**src/rtl/wb_stage.sv**
```systemverilog
// Writeback stage: commits GPR, EFLAGS, ECX and EIP/CS state in order, and
// issues data-cache stores with a req/ack handshake that stalls the pipeline.
module wb_stage #(
  parameter logic [31:0] FLAGS_RESET = 32'h0000_0002
) (
  input  logic        CLK,
  input  logic        RST,
  input  logic        WB_V,
  input  logic [31:0] WB_NEIP,
  input  logic [15:0] WB_NCS,
  input  logic [1:0]  WB_de_datasize_all,
  input  logic        WB_de_ld_gpr1_wb,
  input  logic        WB_de_dcache_write_wb,
  input  logic [6:0]  WB_de_flags_affected_wb,
  input  logic        WB_de_rep_wb,
  input  logic        WB_de_repne_wb,
  input  logic [31:0] WB_ALU32_RESULT,
  input  logic [31:0] WB_FLAGS,
  input  logic [31:0] WB_COUNT,
  input  logic [31:0] WB_ADDRESS,
  input  logic [2:0]  WB_DR1,
  input  logic        dc_wr_ack,
  output logic        gpr_wr_en,
  output logic [2:0]  gpr_wr_sel,
  output logic [31:0] gpr_wr_data,
  output logic [1:0]  gpr_wr_size,
  output logic        ecx_wr_en,
  output logic [31:0] ecx_wr_data,
  output logic        dc_wr_req,
  output logic [31:0] dc_wr_addr,
  output logic [31:0] dc_wr_data,
  output logic [1:0]  dc_wr_size,
  output logic        eip_wr_en,
  output logic [31:0] eip_out,
  output logic [15:0] cs_out,
  output logic        rep_repeat,
  output logic [31:0] eflags,
  output logic        wb_stall,
  output logic [31:0] retired_cnt
);

  localparam logic [0:0] S_IDLE       = 1'b0;
  localparam logic [0:0] S_STORE_WAIT = 1'b1;

  logic [0:0]  state, state_nxt;
  logic [31:0] held_addr, held_data;
  logic [1:0]  held_size;

  logic        rep_active, rep_skip, store_needed, commit, flag_wr, zf_new;
  logic [31:0] count_dec, flag_mask, flags_merged, sized_result;

  // The 7-bit affected mask is packed {OF,DF,SF,ZF,AF,PF,CF}; scatter it to
  // the architectural EFLAGS bit positions.
  function automatic logic [31:0] expand_mask(input logic [6:0] m);
    logic [31:0] r;
    r     = '0;
    r[11] = m[6];
    r[10] = m[5];
    r[7]  = m[4];
    r[6]  = m[3];
    r[4]  = m[2];
    r[2]  = m[1];
    r[0]  = m[0];
    return r;
  endfunction

  // Size code 3 is treated as 32-bit.
  function automatic logic [31:0] size_mask(input logic [31:0] v, input logic [1:0] sz);
    logic [31:0] r;
    case (sz)
      2'd0:    r = {24'h0, v[7:0]};
      2'd1:    r = {16'h0, v[15:0]};
      default: r = v;
    endcase
    return r;
  endfunction

  assign rep_active   = WB_de_rep_wb | WB_de_repne_wb;
  assign rep_skip     = rep_active && (WB_COUNT == 32'd0);
  assign count_dec    = WB_COUNT - 32'd1;
  assign store_needed = WB_de_dcache_write_wb && !rep_skip;
  assign flag_mask    = expand_mask(WB_de_flags_affected_wb);
  assign flags_merged = (eflags & ~flag_mask) | (WB_FLAGS & flag_mask);
  assign zf_new       = flags_merged[6];
  assign sized_result = size_mask(WB_ALU32_RESULT, WB_de_datasize_all);

  assign gpr_wr_sel   = WB_DR1;
  assign gpr_wr_data  = sized_result;
  assign gpr_wr_size  = WB_de_datasize_all;
  assign ecx_wr_data  = count_dec;
  assign eip_out      = WB_NEIP;
  assign cs_out       = WB_NCS;

  // While waiting, the request is driven from the captured copy so the
  // dcache sees a stable transaction regardless of upstream behaviour.
  assign dc_wr_addr = (state == S_STORE_WAIT) ? held_addr : WB_ADDRESS;
  assign dc_wr_data = (state == S_STORE_WAIT) ? held_data : sized_result;
  assign dc_wr_size = (state == S_STORE_WAIT) ? held_size : WB_de_datasize_all;

  // NOTE: every signal driven here gets a default first; a path that skips an
  // assignment would otherwise infer a latch.
  always_comb begin
    state_nxt  = state;
    commit     = 1'b0;
    dc_wr_req  = 1'b0;
    wb_stall   = 1'b0;
    gpr_wr_en  = 1'b0;
    ecx_wr_en  = 1'b0;
    flag_wr    = 1'b0;
    rep_repeat = 1'b0;
    eip_wr_en  = 1'b0;

    // Reset is asynchronous, so the combinational enables are gated by it too.
    if (RST) begin
      case (state)
        S_IDLE: begin
          if (WB_V) begin
            if (store_needed) begin
              dc_wr_req = 1'b1;
              if (dc_wr_ack) begin
                commit = 1'b1;
              end else begin
                wb_stall  = 1'b1;
                state_nxt = S_STORE_WAIT;
              end
            end else begin
              commit = 1'b1;
            end
          end
        end
        S_STORE_WAIT: begin
          dc_wr_req = 1'b1;
          if (dc_wr_ack) begin
            commit    = 1'b1;
            state_nxt = S_IDLE;
          end else begin
            wb_stall = 1'b1;
          end
        end
        default: state_nxt = S_IDLE;
      endcase
    end

    if (commit) begin
      gpr_wr_en  = WB_de_ld_gpr1_wb && !rep_skip;
      flag_wr    = !rep_skip;
      ecx_wr_en  = rep_active && !rep_skip;
      rep_repeat = rep_active && !rep_skip && (count_dec != 32'd0) &&
                   !(WB_de_repne_wb && zf_new);
      eip_wr_en  = !rep_repeat;
    end
  end

  // NOTE: sequential state uses non-blocking assignments so every register
  // samples the pre-edge values, independent of statement order.
  always_ff @(posedge CLK or negedge RST) begin
    if (!RST) begin
      state       <= S_IDLE;
      eflags      <= FLAGS_RESET;
      retired_cnt <= 32'd0;
      held_addr   <= 32'd0;
      held_data   <= 32'd0;
      held_size   <= 2'd0;
    end else begin
      state <= state_nxt;
      if (flag_wr) begin
        eflags <= flags_merged;
      end
      if (eip_wr_en) begin
        retired_cnt <= retired_cnt + 32'd1;
      end
      if (state == S_IDLE && wb_stall) begin
        held_addr <= WB_ADDRESS;
        held_data <= sized_result;
        held_size <= WB_de_datasize_all;
      end
    end
  end

endmodule

```
**config.mk**
```make
export PLATFORM = sky130hd
export DESIGN_NAME = wb_stage
export DESIGN_NICKNAME = d
export VERILOG_FILES = /design/src/rtl/wb_stage.sv
export SDC_FILE = /design/constraint.sdc
export NUM_CORES = 1
export LEC_CHECK = 0
export ABC_AREA = 1
export CORE_AREA = 10 10 166 168
export CTS_BUF_LIST = sky130_fd_sc_hd__clkbuf_8
export CTS_CLUSTER_SIZE = 8
export DETAILED_ROUTE_END_ITERATION = 8
export DIE_AREA = 0 0 176 178
export HOLD_SLACK_MARGIN = 0.1
export PLACE_DENSITY = 0.73
export SLEW_MARGIN = 10
export SYNTH_ARGS = -nofsm -noshare
export SYNTH_HDL_FRONTEND = slang
export SYNTH_SLANG_ARGS = --single-unit
```
**constraint.sdc**
```tcl
create_clock -name CLK -period 11.4 [get_ports CLK]
set_input_delay 3.42 -clock CLK [delete_from_list [all_inputs] [get_ports CLK]]
set_output_delay 3.42 -clock CLK [all_outputs]
set_load 0.03 [all_outputs]
```
== After elaboration in Yosys (flattened, before gate mapping) ==
Index checks and enable logic that the tools add are counted.

* $add $sub $neg: 2
* Eq/ne operators: 1
* Multiplexer cells: 23
* Bitwise gates (word level): 6
* Reductions and logical operators: 14

{| class="wikitable"
|+ Operator list
! operator !! number
|-
| 32-bit 2-to-1 mux || 2
|-
| 32-bit case mux with 2 select lines || 1
|-
| 32-bit by 1-bit adder with 32-bit output, second input constant || 1
|-
| 32-bit by 12-bit AND with 32-bit output || 1
|-
| 32-bit AND || 1
|-
| 32-bit zero test || 1
|-
| 12-bit inverter with 32-bit output || 1
|-
| 32-bit bitwise OR || 1
|-
| 32-bit nonzero test || 1
|-
| 32-bit by 1-bit subtractor with 32-bit output, second input constant || 1
|-
| 1-bit 2-to-1 mux || 16
|-
| 1-bit logical AND || 8
|-
| 1-bit case mux with 2 select lines || 3
|-
| 1-bit zero test || 3
|-
| 2-bit by 1-bit equality test with 1-bit output, second input constant || 1
|-
| 2-bit zero test || 1
|-
| 2-bit 2-to-1 mux || 1
|-
| 1-bit inverter || 1
|-
| 1-bit bitwise OR || 1
|}

* Bits in registers: 131
* Input port bits: 196
* Output and inout port bits: 253
* Word-level logic and storage cells: 52

== Longest topological paths before layout ==
* Depth in word-level cells: 9
* Depth in mapped cells: 18
* Mapped depth without buffers: 17

== Worst setup path before layout ==
Ideal clock, no wire load.

* Path type: input to output
* From: input WB_COUNT[0]
* To: output rep_repeat
* Arrival: 5836 ps
* Required time: 7980 ps
* Path slack: 2144 ps
* Stages on the path: 13
* Path buffers: 1
* Path through: inv_1 -> ha_1 -> nand2_2 -> nor2_4 -> nand2_1 -> xnor2_1 -> nor2_1 -> nand2_1 -> nor2_1 -> nand3_2 -> nand2_4 -> buf_4 -> nor2_1

* Elaborated cells on any way between the ends: 14
* Classes of those cells: add/sub (1); mux (5); reduce/logical (8)

{| class="wikitable"
|+ RTL lines
! item !! RTL line !! RTL
|-
| start: declaration || 19 || <nowiki>input logic [31:0] WB_COUNT,</nowiki>
|-
| 32-bit by 1-bit subtractor with 32-bit output || 80 || <nowiki>assign count_dec = WB_COUNT - 32'd1;</nowiki>
|-
| net ecx_wr_data[16] || 28 || <nowiki>output logic [31:0] ecx_wr_data,</nowiki>
|-
| 32-bit nonzero test || 148 || <nowiki>rep_repeat = rep_active && !rep_skip && (count_dec != 32'd0) &&</nowiki>
|-
| 1-bit logical AND (2 in a row) || 148 ||
|-
| 1-bit 2-to-1 mux || 144 || <nowiki>if (commit) begin</nowiki>
|-
| end: declaration || 36 || <nowiki>output logic rep_repeat,</nowiki>
|}

The timed path passes the listed nets, and every way through them passes these cells.

== Worst setup path after layout ==
* From: input WB_COUNT[0]
* To: output eip_wr_en

* Longest elaborated chain between the ends: 9
* Elaborated cells on any way between the ends: 15
* Classes of those cells: add/sub (1); mux (5); reduce/logical (9)

{| class="wikitable"
|+ RTL lines
! item !! RTL line !! RTL
|-
| parallel branches: the longest is 8 deep, another holds 32-bit by 1-bit subtractor with 32-bit output || n/a ||
|-
| 1-bit 2-to-1 mux (*) || 144 ||
|-
| end: declaration || 33 || <nowiki>output logic eip_wr_en,</nowiki>
|}

Every way passes the cells marked *.

==> results.cfg <==
[timing]
hold_viol = 0
final_max_slew_viol_count = 0
slew_headroom_pct = 45.0
fin_hold_ws_ns = 0.497
fin_skew_ns = 0.0229
rsz0062_at_grt = no
fmax_ghz = 0.0967
tightest_slew_ns = 0.826
tns_ns = 0
finalCriticalPeriod_ns = 10.34
timing.final.crit_share_pct = 90.7
setup_viol = 0

[synth]
yosysUniqueCellTypes = 31
ys_async_sr_fraction_pct = 100
synth_area_um2 = 7660
synth.top_cells.by_count = 387 x nand2_1, 132 x o21ai_0, 127 x inv_1
yosys_warnings = 0
synth.area.top_cells = dfrtp_1 35%, nand2_1 19%, buf_4 10%
synth-seq-cells = 106
synth_top_area_cell = dfrtp_1
yosysMostFrequentCell = nand2_1
synth_edf_count = 0
synth_top_cell_area_share_pct = 34.6
ys_seq_area_share_pct = 34.6
syn_inst = 1156
synthFlopType = dfrtp_1
synth_area_per_cell_um2 = 6.63

[clock_tree]
htree_levels = 3
tritoncts = built
clockBufferDepth = 2
cts_resized = 0
cts_buffers = 9
clock-sinks = 106
cts_hold_buffers = 0
insertion_delay_ns = 0.40
cts_root_buf = clkbuf_8
clk_pin_slew_ns = 0.12
cts_setup_buffers = 0

[final_layout]
finish.utilization_pct = 43.5
antenna_cells = 0
seqCellArea_um2 = 2660
design_area_um2 = 10500
finalNetCount = 1564
syn2layout_area_growth_pct = 36.8
multi_input_area_um2 = 3740
fillers = 2517
drive_above_1_share_pct = 3.94

[floorplanning]
die_h_um = 178
die_x_um = 176
dieArea_um2 = 31300
core_area_um2 = 24100
start_util_pct = 31.8
io_pins = 449
num_rows = 57

[worst_setup_path]
critical_path_class = in -> out
endpoint_kind = primary output
slowest_stage = clkdlybuf4s50_1
crit_path_frequent_cell = inv_1
arrival_ns = 6.92
crit_family = buffers and inverters
crit_chain = clkdlybuf4s50_1, inv_1, ha_1, nand2_2, nor2_4, nand2_1, inv_1, nand4_1, o21ai_0, nor2_1, nand2_4, nand2_4, inv_1, clkdlybuf4s50_1
worstPathMaxFanout = 34
slowest_delay_ns = 0.68
cp.required_ns = 7.98
critPathLaunchType = input port
worst-path-buf-inv = 5

[detailed_routing]
dr_total_vias = 7814
routed_wl_mm = 27.7
wire_per_inst_um = 16.3
first_pass_iters = 5
detail-route-antenna-nets = 0
route.detailed.drc = 0
drt_iter0_markers = 553
viasPerCell = 4.61

[run_status]
status = complete, no violations

[power_and_ir_drop]
power_density_nw_per_um2 = 114
finalPower_mw = 1.20
peakVddDrop_v = 0.0000632
p_leak_nw = 4.90

[grt]
globalRouteTotalUtil_pct = 17.0
grt_overflow = 0
antenna_found_initial = 0
grt_max_degree = 90
grt_pass1_wl_mm = 42.5
grt_pass1_vias = 7390

[place]
place.gp.congestion = 0.945
io_buffers = 296
dpl.hpwl_mm = 22.1
dpl_cell_area_um2 = 10300

[run]
drv_cap = 0

[hold_path]
hold_class = reg -> reg
[worst min-delay path, stage by stage (launching register included)]
cell,delay (ns)
dfrtp_1,0.36
nand2_1,0.05
o21ai_0,0.06
[metrics by stage]
stage          instances  setup slack (ns)
6_report            1694              1.06
5_1_grt             1694             0.717
4_1_cts             1694              1.03
3_5_place_dp        1678              1.03
3_3_place_gp        1678              1.08
2_1_floorplan       1179              2.14
[path summary, 6_finish.rpt]
check | startpoint | to | slack (ns) | cells after the start
min in group asynchronous | RST | retired_cnt[22] | 3.17 | 2
min | held_addr[15] | held_addr[15] | 0.50 | 2
max reg2reg | state | held_data[30] | 8.70 | 5
max | WB_COUNT[0] | eip_wr_en | 1.06 | 14
max in group asynchronous | RST | asynchronous set/reset pin | 6.94 | 3
min reg2reg | held_addr[15] | held_addr[15] | 0.50 | 2
[cell families (layout without fill, tap and decap cells)]
logic type / count (synthesis) / count (layout) / share of synthesized area (%)
AND/OR/NAND/NOR: 608 / 608 / 33.3
buffers and inverters: 255 / 446 / 17.8
other: 2 / 25 / 0.0980
multiplexers: 1 / 1 / 0.131
adder cells (fa/ha/maj): 3 / 3 / 0.490
flip-flops: 106 / 106 / 34.6
XOR/XNOR: 33 / 33 / 3.77
AO/OA/AOI/OAI: 148 / 148 / 9.79
[power by group]
group	leakage, nW	internal [mW]	switching [mW]	total (mW)
registers	1.38	0.448	0.0487	0.497
logic	3.42	0.180	0.276	0.456
clock network	0.0997	0.0855	0.160	0.246
[cell usage in the layout (no fill, tap or decap), drive strengths merged]
master	n
clkinv	5
clkbuf	9
inv	130
nor2	106
buf	7
nand3b	5
nor4	7
o22ai	1
nand3	63
mux2i	1
dfrtp	106
ha	3
conb	25
o21a	1
nor3	21
nand4	9
xnor2	10
nand2	397
o21bai	1
a21oi	1
xor2	23
clkdlybuf4s50	295
o21ai	144
[metal layers]
layer / vias to the layer above / GRT usage (%) / share of wire, %
met5: - / 0 / 0
met4: 0 / 6.00 / 2.5
met3: 49 / 4.19 / 7.1
met2: 288 / 29.4 / 49
met1: 3562 / 20.3 / 42
li1: 3915 / - / -
[flip-flops by register name, indices dropped and copies added (netlist names), named ones only]
| name | count |
|---|---|
| retired_cnt | 32 |
| state | 1 |
| held_data | 32 |
| held_size | 2 |
| eflags | 1 |
| held_addr | 32 |
[final cells by class]
type | count | share of cell area, %
clock buffer | 9 | 1.18
multi-input combinational | 818 | 35.7
timing repair buffer | 302 | 28.7
sequential | 106 | 25.3
tap | 324 | 3.87
clock inverter | 7 | 0.692
inverter | 128 | 4.58
Power figures use the tool's default switching activity.
